--- src/rtl/cfg_width_update_ctrl.sv ---
// cfg_width_update_ctrl: range-checks runtime width change requests, drains the
// downstream datapath, then commits the new width and reports a 2-bit result.
module cfg_width_update_ctrl #(
    parameter int WIDTH_W       = 7,
    parameter int MIN_WIDTH     = 8,
    parameter int MAX_WIDTH     = 64,
    parameter int DEFAULT_WIDTH = 32,
    parameter int TIMEOUT       = 16
) (
    input  logic               clk,
    input  logic               rst_n,
    input  logic               req_valid,
    output logic               req_ready,
    input  logic [WIDTH_W-1:0] req_width,
    input  logic               datapath_idle,
    output logic               cfg_stall,
    output logic               cfg_update,
    output logic [WIDTH_W-1:0] active_width,
    output logic [1:0]         status,
    output logic               resp_valid,
    input  logic               resp_ready,
    output logic [1:0]         resp_result
);
    localparam int CNT_W = $clog2(TIMEOUT + 1);
    localparam logic [1:0] SUCCESS = 2'b00, FAILURE = 2'b01, PENDING = 2'b10, ERROR_CODE = 2'b11;

    typedef enum logic [2:0] {IDLE, CHECK, DRAIN, APPLY, RESP} state_t;

    state_t             state, next;
    logic [WIDTH_W-1:0] req_q;
    logic [CNT_W-1:0]   cnt;
    logic               in_range, drain_last;

    assign in_range   = req_q >= WIDTH_W'(MIN_WIDTH) && req_q <= WIDTH_W'(MAX_WIDTH);
    assign drain_last = cnt == CNT_W'(TIMEOUT - 1);

    always_comb begin
        next        = state;
        req_ready   = state == IDLE;
        cfg_stall   = state == DRAIN || state == APPLY;
        cfg_update  = state == APPLY;
        resp_valid  = state == RESP;
        status      = (state == CHECK || state == DRAIN || state == APPLY) ? PENDING : resp_result;
        case (state)
            IDLE:    next = req_valid ? CHECK : IDLE;
            CHECK:   next = in_range ? DRAIN : RESP;
            DRAIN:   next = datapath_idle ? APPLY : (drain_last ? RESP : DRAIN);
            APPLY:   next = RESP;
            RESP:    next = resp_ready ? IDLE : RESP;
            default: next = IDLE;
        endcase
    end

    always_ff @(posedge clk or negedge rst_n) begin
        if (!rst_n) begin
            state        <= IDLE;
            req_q        <= '0;
            cnt          <= '0;
            active_width <= WIDTH_W'(DEFAULT_WIDTH);
            resp_result  <= SUCCESS;
        end else begin
            state <= next;
            cnt   <= state == DRAIN ? cnt + 1'b1 : '0;
            if (state == IDLE && req_valid)
                req_q <= req_width;
            if (state == CHECK && !in_range)
                resp_result <= FAILURE;
            // idle takes priority over the timeout in the same cycle
            if (state == DRAIN && !datapath_idle && drain_last)
                resp_result <= ERROR_CODE;
            if (state == APPLY) begin
                active_width <= req_q;
                resp_result  <= SUCCESS;
            end
        end
    end
endmodule

--- config.mk ---
export PLATFORM = sky130hd
export DESIGN_NAME = cfg_width_update_ctrl
export DESIGN_NICKNAME = d
export VERILOG_FILES = /design/src/rtl/cfg_width_update_ctrl.sv
export SDC_FILE = /design/constraint.sdc
export NUM_CORES = 1
export LEC_CHECK = 0
export BUFFER_PORTS_ARGS = -buffer_cell sky130_fd_sc_hd__buf_2
export CELL_PAD_IN_SITES_DETAIL_PLACEMENT = 1
export CELL_PAD_IN_SITES_GLOBAL_PLACEMENT = 1
export CORE_AREA = 2 2 55 57
export CTS_CLUSTER_DIAMETER = 80
export CTS_CLUSTER_SIZE = 40
export DETAILED_ROUTE_END_ITERATION = 12
export DIE_AREA = 0 0 57 59
export PLACE_DENSITY_LB_ADDON = 0.15
export SLEW_MARGIN = 25
export SYNTH_ARGS = -nofsm -noshare
export SYNTH_HDL_FRONTEND = slang
export SYNTH_SLANG_ARGS = --single-unit
--- constraint.sdc ---
create_clock -name clk -period 2 [get_ports clk]
set_input_delay 0.1 -clock clk [delete_from_list [all_inputs] [get_ports clk]]
set_output_delay 0.1 -clock clk [all_outputs]
set_load 0.02 [all_outputs]
Word-level counts from Yosys, hierarchy flattened. Index checks and enable logic that the tools add are counted.

Register bits after elaboration: 24. Output and inout port bits: 15. Word-level logic and storage cells: 36.

$add $sub $neg: 1. $lt $le $gt $ge: 2. Equality and inequality tests: 5. Mux-type cells: 11. Reduce and logical (&&, ||, !) cells: 12.

Operator list (count): 3-bit case mux with 5 select lines (1); 3-bit 2-to-1 mux (4); 2-bit 2-to-1 mux (4); 7-bit by 4-bit greater-or-equal comparator with 1-bit output (second input constant) (1); 7-bit <= comparator (second input constant) (1); 3-bit by 2-bit equality test with 1-bit output (second input constant) (2); 5-bit by 1-bit adder with 5-bit output (second input constant) (1); 5-bit by 4-bit equality test with 1-bit output (second input constant) (1); 1-bit logical AND (5); 5-bit 2-to-1 mux (1); 3-bit by 1-bit equality test with 1-bit output (second input constant) (1); 3-bit equality test (second input constant) (1); 3-bit logical NOT (1); 1-bit logical OR (3); 3-bit nonzero test (1); 1-bit logical NOT (2); 1-bit 2-to-1 mux (1).

Longest topological paths before layout.
Depth after elaboration: 7. Depth in mapped cells: 6.

Worst setup path before layout. OpenSTA, ideal clock, no wires.

Kind: register to register. Start point: reg state[1]. End point: reg req_q[0]. Setup time: 0.125 ns. Arrival time: 1.752 ns. Required time: 1.875 ns. Path slack: 0.123 ns. Stages on the path, launching flop included: 6. Buffers on the path: 2. Cell sequence: dfrtp_1 -> clkbuf_1 -> nor3_1 -> and2_1 -> buf_2 -> mux2_2.

Word-level cells in the longest chain between the ends: 2.

Ends and longest elaborated chain: start, declared (RTL line 29) `state_t state, next;`; start signal, assigned (RTL line 62) `state <= next;`; 3-bit logical NOT; net req_ready (RTL line 13) `output logic req_ready,`; 1-bit logical AND (RTL line 64) `if (state == IDLE && req_valid)`; end signal, assigned (RTL line 65) `req_q <= req_width;`; end, declared (RTL line 30) `logic [WIDTH_W-1:0] req_q;`.

The timed path passes the listed nets, and every way through them passes these cells. A chain may end at the register's enable or synchronous reset.

Final worst setup path.
Start point: reg state[2]. End point: out cfg_update.

Word-level cells in the longest chain between the ends: 1.

Ends and longest elaborated chain: 3-bit by 2-bit equality test with 1-bit output (RTL line 41) `cfg_update = state == APPLY;`; end, declared (RTL line 17) `output logic cfg_update,`.

No other way between the ends.

==> metrics.md <==
| Metric | Value |
|---|---|
| Outcome | complete, no violations |
| Final Cell Area | between 1000 and 1500 um^2 |
| Clock Power Share | 13.3% |
| DRT antenna net count | 0 |
| Final worst slack | 296 ps |
| Die Y | 59 um |
| Worst Path Arrival | around 1600 ps |
| Multi-input gate area | approximately 420 um^2 |
| Fin. Hold Viols | 0 |
| Core Util, Final | between 40% and 50% |
| Layout area overhead | 21.2% |
| First-pass DRT Iterations | 4 |
| Switching power | 0.000725 W |
| Synth cell types | 29 |
| Crit path largest cell delay | 510 ps |
| Core area | around 2700 um^2 |
| Seq/Total Area, Yosys | a little under three fifths |
| Hold Path Origin | req_width[4] |
| Crit Path Max Fanout | 11 |
| Yosys top cell area share | 54.8% |
| DR vias/cell | about 5 |
| Die width | 57 um |
| HPWL after DPL | between 1000 and 1500 um |
| Lkg Pwr | around 0.6 nW |
| Worst-path cell chain | nand3b_1 > inv_1 > buf_2 |
| Kind of critical path | register to output port |
| Power Density | 1490 nW/um^2 |
| TritonCTS clock tree | done |
| Switching Fraction | 38.3% |
| Initial drt markers | 8 |
| FF-to-FF Start | req_q[0]$_DFFE_PN0N_ |
| Final period util | 85.2% |
| Post-Place Cell Area | 1210 um^2 |
| Max Fclk | 587 MHz |
| R2R Setup Slk | between 300 and 400 ps |
| Clk sink count | 24 |
| Critical Path RT | 1900 ps |
| CTS Root Cell | clkbuf_4 |
| Post_cts resized | 0 |
| Place WS | 342 ps |
| Max clock buf depth | 2 |
| CP top delay family | flip-flops |
| Pin count of the biggest net entering global routing | 25 |
| Minimum clock period after layout | 1700 ps |
| Setup violations, final | 0 |
| Vias | 727 |
| Comb power frac | 42.5% |
| Worst Setup End Kind | output port |
| Max cap viols | 0 |
| Synthesis warning total | 0 |
| Mapped Cells | 83 |
| Reg power frac | 44.2% |
| DRC | 0 |
| Dominant cells by area after synthesis | dfrtp_1 (55%), mux2_2 (15%), dfstp_2 (2.5%) |
| Number of fill cells | between 300 and 400 |
| Final Max Tran Viols | 0 |
| CTS H-tree lvls | 1 |
| Grt peak-use layer | met2 |
| Post-synth top flop | dfrtp_1 |
| Final layout net count | roughly 130 |
| TritonCTS Buffers | 3 |
| Routing usage on met3 | 1.97% |
| Syn Area/Cell | roughly 13 um^2 |
| Top-count cell post-synth | dfrtp_1 |
| Synth async-reset ratio | 100% |
| Syn_nets | 97 |
| Reg area | 602 um^2 |
| Cell Int Power | 0.00117 W |
| Antenna Cells | 0 |
| First-pass GRT wire length | 3750 um |
| Placer's final routability congestion estimate | 0.804 |
| Crit start category | register |
| R2r endpoint | state[2]$_DFF_PN0_ |
| Post-Syn Area | 1050 um^2 |
| Slew at the pin closest to its max-slew limit | 524 ps |
| Hold WC Path Type | input pin to register |
| Hold_ws | 16.8 ps |
| GRT Util Overall | 14.4% |
| Row count | 19 |
| WL final | 2040 um |
| Ports | 27 |
| Initial antenna violation count | 0 |
| Max VDD drop | 0.000811 V |
| WP buf/inv | 2 |
| Layout cell share with drive strength beyond 1 | 41.6% |
| Global route overflow | 0 |
| Starting Density | 38.7% |
| M2 GR Usage | a little under a quarter |
| Slowest-stage cell, CP | dfrtp_1 |
| Commonest cells in the synthesized netlist | dfrtp_1 (23), mux2_2 (14), nor2_1 (5) |
| M1 GR Usage | 19.5% |
| DIE AREA | 3360 um^2 |
| Clock transition at path regs | about 130 ps |
| Largest area contributor in the netlist | dfrtp_1 |
| R2R depth | 3 |
| Worst rel slew slack | between 60% and 70% |
| Unrepaired setup endpoints after global routing | no |
| #FFs+latches synth | 24 |
| Drt wl/cell | roughly 14 um |
| Hold Path Sink | req_q[4]$_DFFE_PN0N_ |
| Setup TNS | 0 ps |
| Vias in the first global route | 822 |
| Post-synth EDFFs | 0 |
| Latest clock arrival within the worst-skew pair | 310 ps |
| I/O Buffers | 26 |
| Hold Path Stages | 2 |
| Skew final | 6.22 ps |
## layout by cell type (no fill, tap or decap)
| cell | instances |
|---|---|
| a21oi_1 | 1 |
| nor2_1 | 5 |
| buf_2 | 26 |
| xor2_1 | 1 |
| mux2_4 | 1 |
| clkbuf_8 | 1 |
| a31o_2 | 1 |
| o22ai_1 | 2 |
| and2_1 | 3 |
| nand3_1 | 1 |
| or4b_1 | 1 |
| nor2b_1 | 3 |
| o21bai_1 | 1 |
| clkbuf_4 | 3 |
| ha_1 | 2 |
| nor4bb_1 | 1 |
| dlygate4sd3_1 | 3 |
| or3_1 | 1 |
| o21a_1 | 1 |
| dfstp_2 | 1 |
| nor3_1 | 2 |
| dfrtp_1 | 23 |
| xnor2_1 | 1 |
| nand3b_1 | 2 |
| o21ai_0 | 3 |
| mux2_2 | 14 |
| o32a_1 | 1 |
| and3_1 | 2 |
| inv_1 | 3 |
| mux2i_1 | 1 |
| nand2_1 | 2 |
## registers in the layout, summed over array words and instances, names as in the netlist
signal / cells
cnt: 5
active_width: 7
state: 3
resp_result: 2
req_q: 7
## per-stage QoR
stage,total power (W),instances
after detailed placement,0.00166,137
after floorplan,0.00140,83
after CTS,0.00193,144
final,0.00189,144
after global placement,0.00164,137
after global routing,0.00205,144
## worst max path at each step
stage | from | to | cells after the start
floorplan | state[1]$_DFF_PN0_ | req_q[0]$_DFFE_PN0N_ | 5
global placement | req_q[0]$_DFFE_PN0N_ | state[2]$_DFF_PN0_ | 3
detailed placement | req_q[0]$_DFFE_PN0N_ | state[2]$_DFF_PN0_ | 3
CTS | state[2]$_DFF_PN0_ | cfg_update | 3
global route | state[2]$_DFF_PN0_ | cfg_update | 3
finish | state[2]$_DFF_PN0_ | cfg_update | 3
## power by group through the flow
stage          Clock [W]  Combinational (W)  Sequential (W)
6_report        0.000251           0.000805        0.000837
5_1_grt         0.000284           0.000888        0.000879
4_1_cts         0.000266           0.000819        0.000841
3_5_place_dp           0           0.000811        0.000852
3_3_place_gp           0           0.000800        0.000836
2_1_floorplan          0           0.000495        0.000909
## metal layers
| metal | up-vias | wire length (um) |
|---|---|---|
| met2 | 12 | 993 |
| li1 | 349 | - |
| met3 | 2 | 64 |
| met1 | 364 | 970 |
| met5 | - | 0 |
| met4 | 0 | 15 |
## kinds of logic (layout without fill, tap and decap cells)
kind of cell | after synthesis | after routing | share of synthesized area, %
mux | 16 | 16 | 17.4
xor+xnor | 2 | 2 | 1.67
simple gates | 23 | 23 | 12.6
buf+inv | 6 | 36 | 2.26
fa+ha+maj | 2 | 2 | 2.38
flops | 24 | 24 | 57.3
compound gates | 10 | 10 | 6.32
## timing repair
item                                   4_1_cts  5_1_grt
setup buffers                                0        0
endpoints found under the hold margin       25        0
hold buffers                                 3        0
## area by class of cell
class | count | share of cell area [%]
Sequential cell | 24 | 47.3
Multi-Input combinational cell | 53 | 33.3
Timing Repair Buffer | 29 | 12.6
Tap cell | 31 | 3.05
Clock buffer | 4 | 2.85
Inverter | 3 | 0.885
No activity file was read; power rests on OpenSTA's default activity.
